==> src/rtl/uart_tx_wrapper.sv <==
// UART transmitter: start bit, DATA_WIDTH data bits LSB first, optional parity, stop bit(s).
// Define UART_TX_TWO_STOP_EN to send two stop bits per frame instead of one.
module uart_tx_wrapper #(
    parameter int DATA_WIDTH   = 8,
    parameter int CLKS_PER_BIT = 1
) (
    input  logic                  clk,
    input  logic                  rst,
    input  logic                  data_valid,
    input  logic [DATA_WIDTH-1:0] data,
    input  logic                  parity_en,
    input  logic                  parity_type,
    output logic                  tx_out,
    output logic                  busy
);

    // state   | meaning
    // IDLE    | line high, waiting for data_valid
    // START   | start bit (low)
    // DATA    | data bit bit_q, LSB first
    // PARITY  | parity bit
    // STOP    | stop bit(s) (high)
    typedef enum logic [2:0] {
        S_IDLE,
        S_START,
        S_DATA,
        S_PARITY,
        S_STOP
    } state_t;

    localparam int BW    = $clog2(2 * CLKS_PER_BIT) + 1;
    localparam int BIT_W = (DATA_WIDTH > 1) ? $clog2(DATA_WIDTH) : 1;

    localparam logic [BW-1:0]    BIT_LAST  = BW'(CLKS_PER_BIT - 1);
`ifdef UART_TX_TWO_STOP_EN
    localparam logic [BW-1:0]    STOP_LAST = BW'(2 * CLKS_PER_BIT - 1);
`else
    localparam logic [BW-1:0]    STOP_LAST = BW'(CLKS_PER_BIT - 1);
`endif
    localparam logic [BIT_W-1:0] DATA_LAST = BIT_W'(DATA_WIDTH - 1);

    state_t                state_q, state_d;
    logic [BW-1:0]         baud_q, baud_d;
    logic [BIT_W-1:0]      bit_q, bit_d;
    logic [DATA_WIDTH-1:0] data_q, data_d;
    logic                  pen_q, pen_d;
    logic                  ptype_q, ptype_d;
    logic                  tx_q, tx_d;
    logic                  busy_q, busy_d;

    always_ff @(posedge clk) begin
        if (rst) begin
            state_q <= S_IDLE;
            baud_q  <= '0;
            bit_q   <= '0;
            data_q  <= '0;
            pen_q   <= 1'b0;
            ptype_q <= 1'b0;
            tx_q    <= 1'b1;
            busy_q  <= 1'b0;
        end else begin
            state_q <= state_d;
            baud_q  <= baud_d;
            bit_q   <= bit_d;
            data_q  <= data_d;
            pen_q   <= pen_d;
            ptype_q <= ptype_d;
            tx_q    <= tx_d;
            busy_q  <= busy_d;
        end
    end

    always_comb begin
        state_d = state_q;
        baud_d  = baud_q;
        bit_d   = bit_q;
        data_d  = data_q;
        pen_d   = pen_q;
        ptype_d = ptype_q;

        case (state_q)
            S_IDLE: begin
                if (data_valid) begin
                    state_d = S_START;
                    baud_d  = BIT_LAST;
                    bit_d   = '0;
                    data_d  = data;
                    pen_d   = parity_en;
                    ptype_d = parity_type;
                end
            end
            S_START: begin
                if (baud_q == '0) begin
                    state_d = S_DATA;
                    baud_d  = BIT_LAST;
                end else begin
                    baud_d = baud_q - 1'b1;
                end
            end
            S_DATA: begin
                if (baud_q == '0) begin
                    baud_d = BIT_LAST;
                    if (bit_q == DATA_LAST) begin
                        state_d = pen_q ? S_PARITY : S_STOP;
                        baud_d  = pen_q ? BIT_LAST : STOP_LAST;
                    end else begin
                        bit_d = bit_q + 1'b1;
                    end
                end else begin
                    baud_d = baud_q - 1'b1;
                end
            end
            S_PARITY: begin
                if (baud_q == '0) begin
                    state_d = S_STOP;
                    baud_d  = STOP_LAST;
                end else begin
                    baud_d = baud_q - 1'b1;
                end
            end
            S_STOP: begin
                if (baud_q == '0) begin
                    state_d = S_IDLE;
                    baud_d  = '0;
                end else begin
                    baud_d = baud_q - 1'b1;
                end
            end
            default: state_d = S_IDLE;
        endcase
    end

    // Outputs are decoded from the next state so the line changes right on the edge.
    always_comb begin
        tx_d   = 1'b1;
        busy_d = 1'b1;
        case (state_d)
            S_IDLE:   busy_d = 1'b0;
            S_START:  tx_d = 1'b0;
            S_DATA:   tx_d = data_q[bit_d];
            S_PARITY: tx_d = (^data_q) ^ ptype_q;
            default:  tx_d = 1'b1;
        endcase
    end

    assign tx_out = tx_q;
    assign busy   = busy_q;

endmodule

==> config.mk <==
export PLATFORM = sky130hd
export DESIGN_NAME = uart_tx_wrapper
export DESIGN_NICKNAME = d
export VERILOG_FILES = /design/src/rtl/uart_tx_wrapper.sv
export SDC_FILE = /design/constraint.sdc
export NUM_CORES = 1
export LEC_CHECK = 0
export CAP_MARGIN = 0
export CORE_MARGIN = 1
export CORE_UTILIZATION = 52
export CTS_CLUSTER_SIZE = 28
export DETAILED_ROUTE_END_ITERATION = 6
export PLACE_DENSITY = 0.84
export SLEW_MARGIN = 10
export SYNTH_ARGS = -nofsm -noshare
export SYNTH_HDL_FRONTEND = slang
export SYNTH_SLANG_ARGS = --single-unit
export TNS_END_PERCENT = 20
==> constraint.sdc <==
create_clock -name clk -period 2.4 [get_ports clk]
set_input_delay 0.72 -clock clk [delete_from_list [all_inputs] [get_ports clk]]
set_output_delay 0.72 -clock clk [all_outputs]
set_load 0.005 [all_outputs]
==> results of run 1 <==
[cells in the final DEF, fill, tap and decap left out, drive strengths merged]
| master | count |
|---|---|
| nand2 | 26 |
| dfxtp | 20 |
| a21oi | 16 |
| clkdlybuf4s50 | 14 |
| buf | 10 |
| nor2 | 8 |
| xnor2 | 8 |
| inv | 4 |
| a211oi | 4 |
| nand3 | 3 |
| o21ai | 3 |
| clkbuf | 3 |
| nor3 | 2 |
| a2111oi | 2 |
| a211o | 2 |
| o31a | 2 |
| mux2 | 2 |
| nand2b | 1 |
| or3 | 1 |
| or2 | 1 |
| a31oi | 1 |
| nand3b | 1 |
| a31o | 1 |
| a22oi | 1 |
| nand4 | 1 |
| o31ai | 1 |
| or4b | 1 |
| mux2i | 1 |
| nor4 | 1 |
| a311oi | 1 |
| and3 | 1 |
| a21bo | 1 |
| o211a | 1 |
| xor2 | 1 |
| ha | 1 |
| bufinv | 1 |
[critical path: stages (launching register included)]
cell and delay [ps]:
dfxtp_1 360, ha_1 270, a211o_1 330, mux2_4 350, nand2_1 100, buf_4 130
mux2i_1 250, a211oi_1 120, o31a_1 280
[cell type report]
cell class                      count  area (um^2)
Multi-Input combinational cell     96          582
Fill cell                         147          487
Sequential cell                    20          400
Timing Repair Buffer               24          215
Tap cell                           25         31.3
Clock inverter                      1         30.0
Clock buffer                        3         22.5
Inverter                            4         15.0
[routing by layer]
metal / share of wire, % / GRT usage (%) / vias to the layer above
li1: - / - / 491
met2: 49 / 41.9 / 40
met4: 1.9 / 12.4 / 0
met5: 0 / 0 / -
met3: 5.0 / 2.75 / 6
met1: 44 / 30.1 / 441
[state kept, by name, indices dropped and copies added (netlist names)]
signal,cells
tx_out,1
data_q,8
pen_q,1
bit_q,3
baud_q,2
ptype_q,1
state_q,3
busy,1
[cells by family after synthesis]
| kind of cell | Yosys count |
|---|---|
| mux | 3 |
| xor+xnor | 9 |
| buf+inv | 11 |
| compound gates | 36 |
| flops | 20 |
| fa+ha+maj | 1 |
| simple gates | 47 |
[report_power, final]
group          switching [mW]  internal, mW  total, mW  leakage, nW
combinational          0.0996         0.107      0.206        0.310
clock                   0.106         0.169      0.275       0.0279
sequential             0.0189         0.357      0.376        0.164
total                   0.225         0.633      0.857        0.502
[per-stage QoR]
stage          setup TNS, ps  area [um^2]  hold WS [ps]  instances  utilization (%)
4_1_cts                    0         1300           489        173             72.7
2_1_floorplan              0         1020           448        127                -
6_report                   0         1300           486        173             72.7
3_3_place_gp           -60.2         1240           455        169             69.8
3_5_place_dp            -136         1240           472        169             69.8
5_1_grt                    0         1300           506        173             72.7
[path summary, 6_finish.rpt]
check | startpoint | to | slack [ps] | depth (start not counted)
hold / removal | data_q[1] | data_q[1] | 490 | 2
setup / recovery | bit_q[0] | tx_out | 110 | 8
hold reg to reg | data_q[1] | data_q[1] | 490 | 2
setup reg to reg | bit_q[0] | tx_out | 110 | 8
==> flow_metrics.py, run 1 <==
metrics = {
    "run_status": {
        "status": "completed",
    },
    "floorplan": {
        "fp.dieW_um": 46.4,
        "start_util_pct": 57.4,
        "dieArea_mm2": 0.00215,
        "die_h_um": 46.4,
        "ios": 15,
        "core_mm2": 0.00178,
        "row_count": 15,
    },
    "detailed_routing": {
        "wirelength_um": 2350,
        "routedWlPerCell_um": 13.6,
        "via_per_inst": 5.65,
        "drcViolationCount": 0,
        "dr.pass1.iters": 5,
        "drtIter0Drc": 36,
        "vias": 978,
        "ant_nets": 0,
    },
    "global_route": {
        "grt.total_usage_pct": 24.6,
        "grt_pass1_vias": 877,
        "antenna_found_initial": 0,
        "grt_pass1_wl_um": 3670,
        "grt_max_degree": 19,
        "gr-total-overflow": 0,
    },
    "placement": {
        "io_buffers": 14,
        "dp_hpwl_um": 1770,
        "place_ws_ps": -136,
        "gp_congestion": 0.828,
    },
    "cts": {
        "post_cts_buffers": 0,
        "root_buffer": "clkbuf_4",
        "htree_levels": 1,
        "hold_buffers": 0,
        "clk_pin_slew_ps": 120,
        "cts_buffer_depth": 2,
        "cts.sinks": 20,
        "cts_inserted_buffers": 3,
        "cts_tree": "done",
        "cts_resized": 0,
        "clock_latency_ps": 310,
    },
    "power_and_ir_drop": {
        "total_power_mw": 0.857,
        "power_leakage_nw": 0.502,
        "ir_drop_mv": 0.413,
        "p_per_area_mw_per_mm2": 661,
    },
    "final_layout": {
        "area_delta_synth_final_pct": 26.7,
        "final_nets": 163,
        "drive_gt1_share_pct": 14.2,
        "antenna_cells": 0,
    },
    "timing": {
        "setup_viol": 0,
        "slew_violations": 0,
        "slew_headroom_pct": 58.2,
        "hold_violations": 0,
        "worst_pin_slew_ps": 611,
        "fmax_ghz": 0.437,
        "period_share_pct": 95.4,
        "setup_ws_ps": 110,
        "skew_ps": 6.38,
        "rsz0062_at_grt": "no",
        "min_period_ps": 2290,
    },
    "synth": {
        "synth.distinct_cells": 35,
        "yosys_warnings": 0,
        "postSynthCellCount": 127,
        "yosys.area.top_type": "dfxtp_1",
        "synth-xor-area-share_pct": 7.70,
        "yosys-top-cells-count": "nand2_1 (26), dfxtp_1 (20), a21oi_1 (16)",
        "synth_seq_area_share_pct": 39.1,
        "syn_area_mm2": 0.00102,
        "synth.top_cell.area_share_pct": 39.1,
        "synth-edff-count": 0,
        "muxShareOfSynthArea_pct": 3.55,
        "synth_adder_area_share_pct": 1.22,
        "synthSimpleGateAreaFrac_pct": 20.8,
        "synth_nets": 141,
        "async_flop_share_pct": 0,
        "synth_ff_type": "dfxtp_1",
        "syn_avg_cell_area_um2": 8.06,
        "synth_seq_cells": 20,
        "synth_top_family_by_area": "compound AO/OA/AOI/OAI gates",
        "yosysMostFrequentCell": "nand2_1",
        "synth_compound_area_share_pct": 23.6,
        "netlist_top_cells_area": "dfxtp_1 (39%), nand2_1 (9.5%), a21oi_1 (7.8%)",
    },
    "setup_path": {
        "cp_max_fo": 5,
        "critPathKind": "reg -> reg",
        "endpoint_kind": "register",
        "cp.arrival_ps": 2500,
        "cp-start-kind": "register",
        "required_ps": 2610,
    },
    "hold_path": {
        "hp-class": "reg -> reg",
    },
    "run": {
        "drv_cap": 0,
    },
}
Power figures use the tool's default switching activity.
==> run 2, diff against run 1 <==
--- a/config.mk
+++ b/config.mk
@@ -7,10 +7,11 @@
 export LEC_CHECK = 0
 export CAP_MARGIN = 0
 export CORE_MARGIN = 1
-export CORE_UTILIZATION = 52
+export CORE_UTILIZATION = 47
 export CTS_CLUSTER_SIZE = 28
 export DETAILED_ROUTE_END_ITERATION = 6
-export PLACE_DENSITY = 0.84
+export MAX_ROUTING_LAYER = met4
+export PLACE_DENSITY = 0.8
 export SLEW_MARGIN = 10
 export SYNTH_ARGS = -nofsm -noshare
 export SYNTH_HDL_FRONTEND = slang
==> constraint.sdc (replaced) <==
create_clock -name clk -period 2 [get_ports clk]
set_input_delay 0.6 -clock clk [delete_from_list [all_inputs] [get_ports clk]]
set_output_delay 0.6 -clock clk [all_outputs]
set_load 0.005 [all_outputs]
==> run 2 against run 1 <==
Net effect: the run now ends with negative setup slack left; utilization fell by 2.6 points; first-iteration DRC count rose by 2.8%; final area up 8.3%; largest cell class unchanged; highest routed layer unchanged.
==> flow_metrics.py, run 2 (same netlist as run 1, synthesis figures left out) <==
metrics = {
    "detailed_routing": {
        "routedWlPerCell_um": 13.6,
        "ant_nets": 0,
        "wirelength_um": 2500,
        "drtIter0Drc": 37,
        "via_per_inst": 5.62,
        "drcViolationCount": 0,
        "vias": 1028,
        "dr.pass1.iters": 4,
    },
    "timing": {
        "period_share_pct": 106,
        "slew_headroom_pct": 75.0,
        "slew_violations": 0,
        "min_period_ps": 2130,
        "setup_viol": 1,
        "skew_ps": 2.29,
        "hold_violations": 0,
        "rsz0062_at_grt": "yes",
        "setup_ws_ps": -130,
        "worst_pin_slew_ps": 365,
        "hold_slack_ps": 492,
        "fmax_ghz": 0.470,
    },
    "cts": {
        "cts_buffer_depth": 2,
        "root_buffer": "clkbuf_4",
        "clock_latency_ps": 300,
        "htree_levels": 1,
        "hold_buffers": 0,
        "cts_tree": "done",
        "clk_pin_slew_ps": 110,
        "cts.sinks": 20,
        "cts_inserted_buffers": 3,
    },
    "power_and_ir_drop": {
        "p_int_mw": 0.777,
        "swShare_pct": 26.4,
        "combPwrFrac_pct": 26.1,
        "p_clk_share_pct": 31.1,
        "ir_drop_mv": 0.400,
        "p_per_area_mw_per_mm2": 752,
        "power_leakage_nw": 0.543,
        "seq_power_share_pct": 42.8,
        "p_sw_mw": 0.278,
    },
    "hold_path": {
        "hold_path_depth": 2,
        "worstHoldStart": "ptype_q",
        "holdPathEnd": "ptype_q",
        "hp-class": "reg -> reg",
    },
    "run_status": {
        "violations": "negative setup slack",
        "status": "complete, but fails checks",
    },
    "placement": {
        "placedInstanceArea_mm2": 0.00133,
        "gp_congestion": 0.859,
        "io_buffers": 14,
        "dp_hpwl_um": 1860,
        "placedCellCount": 178,
        "place_ws_ps": -373,
    },
    "setup_path": {
        "r2r_setup_slack_ps": -130,
        "r2r_cells": 7,
        "critPathMaxStageDelay_ps": 380,
        "cp.arrival_ps": 2330,
        "rr_endpoint": "tx_out",
        "rr_startpoint": "bit_q[0]",
        "endpoint_kind": "register",
        "crit_buf_inv": 0,
        "crit_top_cell": "mux2_4",
        "cp_max_fo": 4,
        "path_cells": "ha_4 -> a211o_1 -> mux2_4 -> nand2_4 -> mux2_4 -> o211a_1 -> o31a_1",
        "crit_slowest_cell": "dfxtp_4",
        "required_ps": 2200,
        "startpoint": "bit_q[0]",
        "cp-start-kind": "register",
        "critPathKind": "reg -> reg",
        "crit_family": "compound AO/OA/AOI/OAI gates",
    },
    "final_layout": {
        "antenna_cells": 0,
        "regMostFlops": "data_q",
        "regArea_um2": 407,
        "fin_area_mm2": 0.00140,
        "layout_common_cells": "nand2_1 (25), dfxtp_1 (17), buf_4 (17)",
        "final_common_cell": "nand2_1",
        "final_nets": 171,
        "fillers": 161,
        "largest_reg_flops": 8,
        "stdcell_count": 183,
        "top_regs": "data_q: 8 flops, bit_q: 3 flops, state_q: 3 flops",
        "drive_gt1_share_pct": 23.1,
        "area_delta_synth_final_pct": 37.2,
        "multi_input_area_um2": 617,
    },
    "floorplan": {
        "dieArea_mm2": 0.00237,
        "fp.dieW_um": 48.7,
        "die_h_um": 48.7,
        "ios": 15,
        "row_count": 16,
        "core_mm2": 0.00200,
        "start_util_pct": 51.1,
    },
    "global_route": {
        "grt_pass1_vias": 962,
        "grt_pass1_wl_um": 4210,
        "gr-total-overflow": 0,
        "grt.total_usage_pct": 23.8,
        "grt_max_degree": 19,
        "antenna_found_initial": 0,
    },
    "run": {
        "drv_cap": 0,
    },
}
==> run 2: power by group through the flow <==
stage | Clock, mW | Combinational [mW] | Sequential, mW
floorplan | 0 | 0.166 | 0.458
global placement | 0 | 0.253 | 0.459
detailed placement | 0 | 0.262 | 0.461
CTS | 0.330 | 0.271 | 0.452
global route | 0.355 | 0.302 | 0.456
finish | 0.328 | 0.275 | 0.452
==> run 2: worst max path at each step <==
stage | to | slack, ps | cells past startpoint
after detailed placement | tx_out | -370 | 7
after global routing | tx_out | -150 | 8
after floorplan | tx_out | -50 | 7
after global placement | tx_out | -340 | 7
after CTS | tx_out | -120 | 7
final | tx_out | -130 | 7
==> run 2: worst reg2reg max path, delay by kind of cell, from the launching register on <==
| family | cells | cell delay, ps |
|---|---|---|
| multiplexers | 2 | 650 |
| adder cells (fa/ha/maj) | 1 | 170 |
| AO/OA/AOI/OAI | 3 | 750 |
| AND/OR/NAND/NOR | 1 | 70 |
| flip-flops | 1 | 380 |
==> run 2: what timing repair did <==
item / CTS / global route
setup endpoints to repair: 1 / 1
gates resized for setup: 2 / 2
pin swaps: 2 / 0
buffers inserted: 1 / 0
==> run 2: final cells by class <==
| type | instances | area share [%] |
|---|---|---|
| Clock inverter | 1 | 2.14 |
| Sequential cell | 20 | 29.0 |
| Clock buffer | 3 | 1.60 |
| Multi-Input combinational cell | 96 | 43.9 |
| Timing Repair Buffer | 32 | 19.9 |
| Tap cell | 27 | 2.41 |
| Inverter | 4 | 1.07 |
==> run 2: per-layer routing <==
layer,up-vias,track usage [%],share of wire [%]
met3,4,4.09,5.3
met5,-,-,0
met2,33,40.0,51
met1,484,29.0,43
met4,0,6.86,0.92
li1,507,-,-
==> run 2: through the flow <==
step	TNS, ps	utilization, %	power [mW]
finish	-130	70.1	1.06
global route	-155	70.1	1.11
CTS	-117	69.7	1.05
detailed placement	-1010	66.5	0.724
global placement	-911	66.5	0.712
floorplan	-54.8	-	0.624
==> run 3, diff against run 2 <==
--- a/config.mk
+++ b/config.mk
@@ -7,11 +7,12 @@
 export LEC_CHECK = 0
 export CAP_MARGIN = 0
 export CORE_MARGIN = 1
-export CORE_UTILIZATION = 47
+export CORE_UTILIZATION = 50
+export CTS_BUF_LIST = sky130_fd_sc_hd__clkbuf_8
 export CTS_CLUSTER_SIZE = 28
 export DETAILED_ROUTE_END_ITERATION = 6
 export MAX_ROUTING_LAYER = met4
-export PLACE_DENSITY = 0.8
+export PLACE_DENSITY = 0.84
 export SLEW_MARGIN = 10
 export SYNTH_ARGS = -nofsm -noshare
 export SYNTH_HDL_FRONTEND = slang
==> run 3 against run 2 <==
Net effect: combinational power barely moved; routed wire length fell by 3.3%; largest cell class unchanged; the run still ends with negative setup slack left; critical path depth did not move; first-iteration DRC count shrank 19%; register-to-register slack better by 40 ps; die area fell by 5.8%; critical endpoint unchanged; sequential share of layout area about the same; sequential power about the same; non-clock buffer count is 2 higher; clock-buffer cell count is the same.
==> flow_metrics.py, run 3 (same netlist as run 1, synthesis figures left out) <==
metrics = {
    "timing": {
        "period_share_pct": 105,
        "hold_violations": 0,
        "worst_pin_slew_ps": 409,
        "fmax_ghz": 0.478,
        "skew_ps": 1.79,
        "setup_ws_ps": -93.5,
        "rsz0062_at_grt": "yes",
        "min_period_ps": 2090,
        "slew_headroom_pct": 72.1,
        "setup_viol": 1,
        "slew_violations": 0,
    },
    "placement": {
        "dp_hpwl_um": 1800,
        "gp_congestion": 0.827,
        "place_ws_ps": -387,
        "io_buffers": 14,
    },
    "setup_path": {
        "rr_endpoint": "tx_out",
        "cp.arrival_ps": 2240,
        "startpoint": "bit_q[0]",
        "crit_top_cell": "mux2_4",
        "path_cells": "ha_4 -> a211o_1 -> mux2_4 -> nand2_4 -> mux2_4 -> o211a_1 -> o31a_1",
        "critPathKind": "reg -> reg",
        "crit_buf_inv": 0,
        "r2r_cells": 7,
        "cp_max_fo": 4,
        "crit_slowest_cell": "mux2_4",
        "crit_family": "compound AO/OA/AOI/OAI gates",
        "crit_end": "tx_out",
        "cp.depth": 7,
        "rr_startpoint": "bit_q[0]",
        "r2r_setup_slack_ps": -90,
        "critPathMaxStageDelay_ps": 360,
        "cp-start-kind": "register",
        "required_ps": 2150,
        "endpoint_kind": "register",
    },
    "final_layout": {
        "fin_util_pct": 71.8,
        "final_nets": 173,
        "top_regs": "data_q: 8 flops, bit_q: 3 flops, state_q: 3 flops",
        "regMostFlops": "data_q",
        "area_delta_synth_final_pct": 36.2,
        "antenna_cells": 0,
        "final_common_cell": "nand2_1",
        "largest_reg_flops": 8,
        "regArea_um2": 404,
        "multi_input_area_um2": 611,
        "drive_gt1_share_pct": 22.9,
        "fillers": 153,
        "layout_common_cells": "nand2_1 (25), buf_4 (20), dfxtp_1 (17)",
    },
    "detailed_routing": {
        "via_per_inst": 5.54,
        "ant_nets": 0,
        "vias": 1020,
        "drcViolationCount": 0,
        "drtIter0Drc": 30,
        "dr.pass1.iters": 4,
        "routedWlPerCell_um": 13.1,
        "wirelength_um": 2410,
    },
    "cts": {
        "cts_inserted_buffers": 3,
        "root_buffer": "clkbuf_8",
        "cts_tree": "done",
        "cts_buffer_depth": 2,
        "clock_latency_ps": 260,
        "cts.sinks": 20,
        "htree_levels": 1,
        "clk_pin_slew_ps": 70,
    },
    "floorplan": {
        "fp.dieW_um": 47.2,
        "ios": 15,
        "row_count": 16,
        "start_util_pct": 52.7,
        "dieArea_mm2": 0.00223,
        "core_mm2": 0.00194,
        "die_h_um": 47.2,
    },
    "power_and_ir_drop": {
        "total_power_mw": 0.986,
        "power_leakage_nw": 0.546,
        "ir_drop_mv": 0.532,
        "p_per_area_mw_per_mm2": 707,
    },
    "run_status": {
        "status": "complete, but fails checks",
        "violations": "negative setup slack",
    },
    "hold_path": {
        "hp-class": "reg -> reg",
    },
    "run": {
        "drv_cap": 0,
    },
    "global_route": {
        "grt_max_degree": 19,
        "grt_pass1_wl_um": 3860,
        "grt_pass1_vias": 924,
        "grt.total_usage_pct": 25.6,
        "gr-total-overflow": 0,
        "antenna_found_initial": 0,
    },
}
run 3: worst min-delay path: cells and delay by family (launching register included):
family	cells	cell delay (ps)
AOI/OAI and AO/OA	1	60
DFF	1	320
and+or+nand+nor	1	60
run 3: layer usage:
| metal | GRT usage (%) | vias up | wire (um) |
|---|---|---|---|
| li1 | - | 505 | - |
| met1 | 31.9 | 486 | 1130 |
| met2 | 41.4 | 25 | 1190 |
| met3 | 5.00 | 4 | 74 |
| met4 | 7.43 | 0 | 25 |
| met5 | - | - | 0 |
run 3: stage by stage:
stage          hold slack, ps  area [um^2]  TNS, ps  cells
2_1_floorplan             448         1060    -54.8    127
3_3_place_gp              456         1350     -979    180
3_5_place_dp              480         1350    -1030    180
4_1_cts                   489         1390    -92.0    184
5_1_grt                   504         1390     -152    184
6_report                  486         1390    -93.5    184
run 3: worst min path at each step:
stage                     end  cells after the start  startpoint
floorplan           baud_q[1]                      2   baud_q[1]
global route          ptype_q                      2     ptype_q
detailed placement    ptype_q                      2     ptype_q
finish                ptype_q                      2     ptype_q
global placement      ptype_q                      2     ptype_q
CTS                   ptype_q                      2     ptype_q
run 3: area by class of cell:
| type | count | share of cell area [%] |
|---|---|---|
| Multi-Input combinational cell | 96 | 43.8 |
| Timing Repair Buffer | 34 | 20.7 |
| Tap cell | 27 | 2.42 |
| Inverter | 4 | 1.08 |
| Clock buffer | 3 | 2.96 |
| Sequential cell | 20 | 29.0 |
run 3: repair_timing:
item / in CTS / in global routing
setup endpoints to repair: 1 / 1
resized for setup: 1 / 0
hold buffers: 0 / 0
pin swaps: 3 / 0
buffers inserted: 1 / 0
run 3: power breakdown:
part | total, mW | switching, mW | leakage [nW] | internal, mW
Clock | 0.258 | 0.124 | 0.0216 | 0.134
Sequential | 0.452 | 0.0226 | 0.165 | 0.429
Combinational | 0.277 | 0.129 | 0.360 | 0.147
Total | 0.986 | 0.276 | 0.546 | 0.711
